===== config.mk =====
export PLATFORM = sky130hd
export DESIGN_NAME = mem_arbiter_flat
export DESIGN_NICKNAME = d
export VERILOG_FILES = /design/src/rtl/mem_arbiter_if.sv /design/src/rtl/mem_arbiter.sv /design/src/flat_wrapper.sv
export SDC_FILE = /design/constraint.sdc
export NUM_CORES = 1
export LEC_CHECK = 0
export ABC_CLOCK_PERIOD_IN_PS = 2300
export BUFFER_PORTS_ARGS = -buffer_cell sky130_fd_sc_hd__buf_2
export CORE_MARGIN = 3
export CORE_UTILIZATION = 46
export CTS_CLUSTER_DIAMETER = 40
export DETAILED_ROUTE_END_ITERATION = 16
export GPL_TIMING_DRIVEN = 0
export PLACE_DENSITY = 0.76
export SYNTH_ARGS = -nofsm -noshare
export SYNTH_HDL_FRONTEND = slang
export SYNTH_SLANG_ARGS = --single-unit

===== constraint.sdc =====
create_clock -name clk -period 2.3 [get_ports clk]
set_clock_uncertainty 0.05 [all_clocks]
set_input_delay 0.46 -clock clk [delete_from_list [all_inputs] [get_ports clk]]
set_output_delay 0.46 -clock clk [all_outputs]
set_load 0.005 [all_outputs]

===== src/rtl/mem_arbiter_if.sv =====
// mem_arbiter_if: requester-side (fetch/data) and shared-memory-side signals of
// the memory arbiter. The master modport is the arbiter's view; slave is the
// view of whatever surrounds it (requesters plus memory).
interface mem_arbiter_if #(
  parameter int ADDR_WIDTH = 32,
  parameter int DATA_WIDTH = 32
);
  // Instruction fetch port
  logic                  if_req;
  logic [ADDR_WIDTH-1:0] if_addr;
  logic [DATA_WIDTH-1:0] if_rdata;
  logic                  if_valid;
  logic                  if_stall;
  // Data (MEM stage) port
  logic                  d_req;
  logic                  d_we;
  logic [ADDR_WIDTH-1:0] d_addr;
  logic [DATA_WIDTH-1:0] d_wdata;
  logic [DATA_WIDTH-1:0] d_rdata;
  logic                  d_valid;
  logic                  d_stall;
  // Shared memory port
  logic                  m_req;
  logic                  m_we;
  logic [ADDR_WIDTH-1:0] m_addr;
  logic [DATA_WIDTH-1:0] m_wdata;
  logic [DATA_WIDTH-1:0] m_rdata;
  logic                  m_ack;
  // Sticky timeout flag
  logic                  err;

  modport master (
    input  if_req, if_addr, d_req, d_we, d_addr, d_wdata, m_rdata, m_ack,
    output if_rdata, if_valid, if_stall, d_rdata, d_valid, d_stall,
           m_req, m_we, m_addr, m_wdata, err
  );

  modport slave (
    output if_req, if_addr, d_req, d_we, d_addr, d_wdata, m_rdata, m_ack,
    input  if_rdata, if_valid, if_stall, d_rdata, d_valid, d_stall,
           m_req, m_we, m_addr, m_wdata, err
  );
endinterface


===== src/rtl/mem_arbiter.sv =====
// mem_arbiter: shares one memory port between instruction fetch and data
// access. One outstanding memory transaction at a time, any ack latency,
// optional watchdog timeout (TIMEOUT = 0 disables it).
// Optional feature: define MEM_ARB_RR_EN to alternate grants under contention
// (last_grant register); otherwise the data port always wins.
module mem_arbiter #(
  parameter int ADDR_WIDTH = 32,
  parameter int DATA_WIDTH = 32,
  parameter int TIMEOUT    = 64
) (
  input  logic           clk,
  input  logic           rst,
  mem_arbiter_if.master  bus
);
  // Counter only has to reach TIMEOUT-1: the timeout fires on that cycle.
  localparam int CNT_W = (TIMEOUT > 1) ? $clog2(TIMEOUT) : 1;

  typedef enum logic [1:0] {IDLE, FETCH, DATA} state_t;

  state_t                state_reg, state_next;
  logic [CNT_W-1:0]      cnt_reg, cnt_next;
  logic                  m_we_reg, m_we_next;
  logic [ADDR_WIDTH-1:0] m_addr_reg, m_addr_next;
  logic [DATA_WIDTH-1:0] m_wdata_reg, m_wdata_next;
  logic                  if_valid_reg, if_valid_next;
  logic [DATA_WIDTH-1:0] if_rdata_reg, if_rdata_next;
  logic                  d_valid_reg, d_valid_next;
  logic [DATA_WIDTH-1:0] d_rdata_reg, d_rdata_next;
  logic                  err_reg, err_next;
`ifdef MEM_ARB_RR_EN
  state_t                last_grant_reg, last_grant_next;
`endif

  // A requester whose completion pulse is out this cycle is still holding
  // req for the finished access; it must not win arbitration again.
  logic if_cand, d_cand, grant_d, grant_f, timeout_hit;
  assign if_cand = bus.if_req & ~if_valid_reg;
  assign d_cand  = bus.d_req & ~d_valid_reg;
  assign timeout_hit = (TIMEOUT != 0) && (cnt_reg == CNT_W'(TIMEOUT - 1));

  // Arbitration between the two candidate requesters.
  always_comb begin
    grant_d = d_cand;
`ifdef MEM_ARB_RR_EN
    if (if_cand && d_cand)
      grant_d = (last_grant_reg == FETCH);
`endif
    grant_f = if_cand & ~grant_d;
  end

  // Next-state and registered-output logic of the arbiter FSM.
  always_comb begin
    state_next    = state_reg;
    cnt_next      = cnt_reg;
    m_we_next     = m_we_reg;
    m_addr_next   = m_addr_reg;
    m_wdata_next  = m_wdata_reg;
    if_valid_next = 1'b0;
    if_rdata_next = if_rdata_reg;
    d_valid_next  = 1'b0;
    d_rdata_next  = d_rdata_reg;
    err_next      = err_reg;
`ifdef MEM_ARB_RR_EN
    last_grant_next = last_grant_reg;
`endif
    case (state_reg)
      IDLE: begin
        cnt_next = '0;
        if (grant_d) begin
          state_next   = DATA;
          m_we_next    = bus.d_we;
          m_addr_next  = bus.d_addr;
          m_wdata_next = bus.d_wdata;
`ifdef MEM_ARB_RR_EN
          last_grant_next = DATA;
`endif
        end else if (grant_f) begin
          state_next   = FETCH;
          m_we_next    = 1'b0;
          m_addr_next  = bus.if_addr;
          m_wdata_next = '0;
`ifdef MEM_ARB_RR_EN
          last_grant_next = FETCH;
`endif
        end
      end
      FETCH, DATA: begin
        if (bus.m_ack) begin
          state_next = IDLE;
          if (state_reg == FETCH) begin
            if_valid_next = 1'b1;
            if_rdata_next = bus.m_rdata;
          end else begin
            d_valid_next = 1'b1;
            d_rdata_next = m_we_reg ? '0 : bus.m_rdata;
          end
        end else if (timeout_hit) begin
          // Give up: release the requester with zero data and flag it.
          state_next = IDLE;
          err_next   = 1'b1;
          if (state_reg == FETCH) begin
            if_valid_next = 1'b1;
            if_rdata_next = '0;
          end else begin
            d_valid_next = 1'b1;
            d_rdata_next = '0;
          end
        end else begin
          cnt_next = cnt_reg + 1'b1;
        end
      end
      default: state_next = IDLE;
    endcase
  end

  // State and output registers; reset abandons any transaction in flight.
  always_ff @(posedge clk) begin
    if (rst) begin
      state_reg    <= IDLE;
      cnt_reg      <= '0;
      m_we_reg     <= 1'b0;
      m_addr_reg   <= '0;
      m_wdata_reg  <= '0;
      if_valid_reg <= 1'b0;
      if_rdata_reg <= '0;
      d_valid_reg  <= 1'b0;
      d_rdata_reg  <= '0;
      err_reg      <= 1'b0;
`ifdef MEM_ARB_RR_EN
      last_grant_reg <= FETCH;
`endif
    end else begin
      state_reg    <= state_next;
      cnt_reg      <= cnt_next;
      m_we_reg     <= m_we_next;
      m_addr_reg   <= m_addr_next;
      m_wdata_reg  <= m_wdata_next;
      if_valid_reg <= if_valid_next;
      if_rdata_reg <= if_rdata_next;
      d_valid_reg  <= d_valid_next;
      d_rdata_reg  <= d_rdata_next;
      err_reg      <= err_next;
`ifdef MEM_ARB_RR_EN
      last_grant_reg <= last_grant_next;
`endif
    end
  end

  assign bus.m_req    = (state_reg == FETCH) || (state_reg == DATA);
  assign bus.m_we     = m_we_reg;
  assign bus.m_addr   = m_addr_reg;
  assign bus.m_wdata  = m_wdata_reg;
  assign bus.if_valid = if_valid_reg;
  assign bus.if_rdata = if_rdata_reg;
  assign bus.d_valid  = d_valid_reg;
  assign bus.d_rdata  = d_rdata_reg;
  assign bus.err      = err_reg;
  assign bus.if_stall = bus.if_req & ~if_valid_reg;
  assign bus.d_stall  = bus.d_req & ~d_valid_reg;
endmodule

===== src/flat_wrapper.sv =====
// flat-port wrapper written by rule: the top's interface ports become plain ports
module mem_arbiter_flat 
#(
  parameter int ADDR_WIDTH = 32,
  parameter int DATA_WIDTH = 32,
  parameter int TIMEOUT    = 64
)
  (clk, rst, bus_if_req, bus_if_addr, bus_d_req, bus_d_we, bus_d_addr, bus_d_wdata, bus_m_rdata, bus_m_ack, bus_if_rdata, bus_if_valid, bus_if_stall, bus_d_rdata, bus_d_valid, bus_d_stall, bus_m_req, bus_m_we, bus_m_addr, bus_m_wdata, bus_err);
  mem_arbiter_if #(.ADDR_WIDTH(ADDR_WIDTH), .DATA_WIDTH(DATA_WIDTH)) bus_i ();
  input  logic clk;
  input  logic rst;
  input wire logic [$bits(bus_i.if_req)-1:0] bus_if_req;
  input wire logic [$bits(bus_i.if_addr)-1:0] bus_if_addr;
  input wire logic [$bits(bus_i.d_req)-1:0] bus_d_req;
  input wire logic [$bits(bus_i.d_we)-1:0] bus_d_we;
  input wire logic [$bits(bus_i.d_addr)-1:0] bus_d_addr;
  input wire logic [$bits(bus_i.d_wdata)-1:0] bus_d_wdata;
  input wire logic [$bits(bus_i.m_rdata)-1:0] bus_m_rdata;
  input wire logic [$bits(bus_i.m_ack)-1:0] bus_m_ack;
  output wire logic [$bits(bus_i.if_rdata)-1:0] bus_if_rdata;
  output wire logic [$bits(bus_i.if_valid)-1:0] bus_if_valid;
  output wire logic [$bits(bus_i.if_stall)-1:0] bus_if_stall;
  output wire logic [$bits(bus_i.d_rdata)-1:0] bus_d_rdata;
  output wire logic [$bits(bus_i.d_valid)-1:0] bus_d_valid;
  output wire logic [$bits(bus_i.d_stall)-1:0] bus_d_stall;
  output wire logic [$bits(bus_i.m_req)-1:0] bus_m_req;
  output wire logic [$bits(bus_i.m_we)-1:0] bus_m_we;
  output wire logic [$bits(bus_i.m_addr)-1:0] bus_m_addr;
  output wire logic [$bits(bus_i.m_wdata)-1:0] bus_m_wdata;
  output wire logic [$bits(bus_i.err)-1:0] bus_err;
  assign bus_i.if_req = bus_if_req;
  assign bus_i.if_addr = bus_if_addr;
  assign bus_i.d_req = bus_d_req;
  assign bus_i.d_we = bus_d_we;
  assign bus_i.d_addr = bus_d_addr;
  assign bus_i.d_wdata = bus_d_wdata;
  assign bus_i.m_rdata = bus_m_rdata;
  assign bus_i.m_ack = bus_m_ack;
  assign bus_if_rdata = bus_i.if_rdata;
  assign bus_if_valid = bus_i.if_valid;
  assign bus_if_stall = bus_i.if_stall;
  assign bus_d_rdata = bus_i.d_rdata;
  assign bus_d_valid = bus_i.d_valid;
  assign bus_d_stall = bus_i.d_stall;
  assign bus_m_req = bus_i.m_req;
  assign bus_m_we = bus_i.m_we;
  assign bus_m_addr = bus_i.m_addr;
  assign bus_m_wdata = bus_i.m_wdata;
  assign bus_err = bus_i.err;
  mem_arbiter #(.ADDR_WIDTH(ADDR_WIDTH), .DATA_WIDTH(DATA_WIDTH), .TIMEOUT(TIMEOUT)) u_core (.clk(clk), .rst(rst), .bus(bus_i));
endmodule

==> flow_summary.toml <==
[synth]
yosysWarnings = 0
synth.top_cells.by_count = "sky130_fd_sc_hd__dfxtp_1 (140), sky130_fd_sc_hd__nand2_1 (99), sky130_fd_sc_hd__nor2_1 (70)"
syn-cell-area_um2 = 5690
synth_nets = 781
synth_enable_flop_cells = 0
synth_top_flop_cell = "sky130_fd_sc_hd__dfxtp_1"
synth.avg_cell_area_um2 = 8.83
ys_seq_elements = 140
synth.area.top_cells = "sky130_fd_sc_hd__dfxtp_1 (49%), sky130_fd_sc_hd__nand2_1 (6.5%), sky130_fd_sc_hd__mux2i_1 (5.6%)"
post_synth_num_cell_types = 36
yosys.area.top_type_share_pct = 49.3
synth_async_sr_flop_share_pct = 0
yosysMostFrequentCell = "sky130_fd_sc_hd__dfxtp_1"
synthDominantAreaCellType = "sky130_fd_sc_hd__dfxtp_1"
netlist_instances = 644
yosysSeqAreaShare_pct = 49.3

[worst_setup_path]
timing.critical_path.to_type = "flop"
worst-r2r-setup-slack_ns = 0.30
critical_path.cell_chain = "inv_1, ha_1, nand4_2, o21a_4, clkbuf_1, o21ai_0, a21oi_1"
regToRegEndpoint = "u_core.bus.if_rdata[7]$_SDFFE_PP0P_"
critical_path.top_delay_family = "compound AO/OA/AOI/OAI gates"
critical_path_cell_count = 7
critPathSlowestCell = "sky130_fd_sc_hd__ha_1"
critical_path_launch_point_type = "flop"
critical_path_maximum_fanout = 10
critical-path-max-stage-delay_ns = 0.39
worst_r2r_startpoint = "u_core.state_reg[0]$_SDFFE_PP0P_"
rr_worst_depth = 7
worstPathArrival_ns = 2.22
critical_path_class = "flop to flop"
cp_data_required_time_ns = 2.52
worst-path-buf-inv = 2

[clock_tree]
cts-root-to-sink-buffers = 2
tritoncts_buffers = 17
clk_pin_slew_worst_paths_ns = 0.06
clock-sinks = 140
clockRootBuffer = "sky130_fd_sc_hd__clkbuf_16"
postCtsSetupBuffers = 0
tritoncts = "yes"
clk-insertion-delay-late_ns = 0.42
cts_htree_levels = 4
cts.repair.resized = 0
cts-hold-fix-buffers = 0

[placement]
numPlacedInstances = 1075
hpwlAfterDp_um = 12900
placement.cell_area_um2 = 7230
gpl_congestion = 0.785
port-buffer-count = 267

[power]
max-vdd-ir-drop_v = 0.000566
leakage_nw = 3.55
power.density_cell_area_nw_per_um2 = 829

[floorplan]
fp-row-count = 39
die_y_um = 117
design.die.area_um2 = 13700
die-width_um = 117
io_pins = 269
initial_standard_cell_utilization_of_the_core_pct = 48.3
fp.coreArea_um2 = 11800

[detailed_routing]
drc_errors = 0
routedWlPerCell_um = 15.5
postRouteAntennaNets = 0
wirelength_um = 17100
detailroute.via_count = 5780
post_drt_via_cell_ratio = 5.25
drt_first_iter_violations = 460
drtPass1Iterations = 5

[sta]
final_sum_of_negative_setup_slack_ns = 0
post-route-period-util_pct = 86.9
hold_violations = 0
worst_pin_slew_ns = 0.579
grt_setup_unrepaired = "false"
drv_slew = 0
fmax_mhz = 501
timing.final.setup_violations = 0
relSlewSlack_pct = 61.4
fin_crit_ns = 2.00

[hold_path]
worst_hold_path_type = "input pin to flop"
timing.hold.worst.start = "bus_d_wdata[2]"
whs_endpoint = "u_core.bus.m_wdata[2]$_SDFFE_PP0P_"
whs_path_depth = 3

[grt]
first_global_vias = 5435
number_of_antenna_violations_at_the_first_check_in_global_routing = 0
track_usage_pct = 24.6
grt_total_ovfl = 0
top_usage_layer = "met2"
grt.met2_usage_pct = 37.8
grt_start_max_net_pins = 17
grt_util_met1_pct = 32.2
grt_first_pass_wirelength_um = 26600
grt.met3_usage_pct = 6.63

[cells_and_area]
antenna_cells_inserted = 0
area_growth_pct = 36.6
num-nets-final = 1067
stdcell_area_um2 = 7770
final_cells = 1102
layout-drive-gt1-share_pct = 34.5

[flow_run]
cap_violations = 0

[outcome]
run_status = "complete, no violations"
-- worst max-delay path by stage --
stage / start / end / slack, ns
after floorplan: u_core.state_reg[0]$_SDFFE_PP0P_ / u_core.bus.d_rdata[0]$_SDFFE_PP0P_ / 0.60
after global placement: rst / u_core.bus.m_wdata[26]$_SDFFE_PP0P_ / 0.30
after detailed placement: rst / u_core.bus.m_wdata[23]$_SDFFE_PP0P_ / 0.30
after CTS: u_core.bus.d_valid$_SDFF_PP0_ / bus_d_stall / 0.27
after global routing: u_core.state_reg[0]$_SDFFE_PP0P_ / u_core.bus.if_rdata[8]$_SDFFE_PP0P_ / 0.11
final: u_core.state_reg[0]$_SDFFE_PP0P_ / u_core.bus.if_rdata[7]$_SDFFE_PP0P_ / 0.30
-- area by class of cell --
class	instances	area, um2
clock buffers	25	505
multi-input cells	441	2550
repair buffers	267	1340
plain buffers	59	317
inverters	4	17.5
flip-flops and latches	140	2800
clock inverters	2	35.0
well taps	164	205
fillers	1072	3990
-- power by group --
part / total, W / internal, W / switching, W
sequential: 0.00269 / 0.00261 / 0.0000866
clock: 0.00255 / 0.00160 / 0.000951
combinational: 0.00120 / 0.000514 / 0.000687
-- tightest hold or removal path, stage by stage --
cell and delay [ns]:
sky130_fd_sc_hd__buf_2 0.07, sky130_fd_sc_hd__a22oi_1 0.05, sky130_fd_sc_hd__nor2_1 0.07
-- kinds of logic after synthesis --
group,synth area share (%)
AOI/OAI and AO/OA,17.5
adders and majority gates,0.660
buffers and inverters,5.88
DFF,49.3
muxes,5.63
and+or+nand+nor,21.0
-- cells in the final DEF, fill, tap and decap left out, drive strengths merged, types with 32 or more instances in the layout --
master / Yosys / final
nand4: 34 / 34
nand2: 99 / 99
nor2: 71 / 71
buf: 28 / 295
dfxtp: 140 / 140
o21ai: 37 / 37
clkbuf: 31 / 56
a22oi: 34 / 34
mux2i: 32 / 32
a21oi: 37 / 37
a311oi: 33 / 33
nand2b: 37 / 37
-- routing by layer --
layer	vias up	part of all wire [%]
met2	217	47
met3	30	6.9
met4	0	2.4
met1	2685	43
met5	-	0
li1	2848	-
-- through the flow --
step                      hold WS (ns)  util (%)  setup slack [ns]  power, W
after floorplan                  0.400         -             0.595   0.00345
after global placement           0.400      61.5             0.305   0.00393
after detailed placement         0.410      61.5             0.302   0.00394
after CTS                        0.211      66.0             0.273   0.00649
after global routing             0.228      66.0             0.110   0.00674
final                            0.227      66.0             0.302   0.00644
Note: power is estimated with default switching activity, not from simulation.
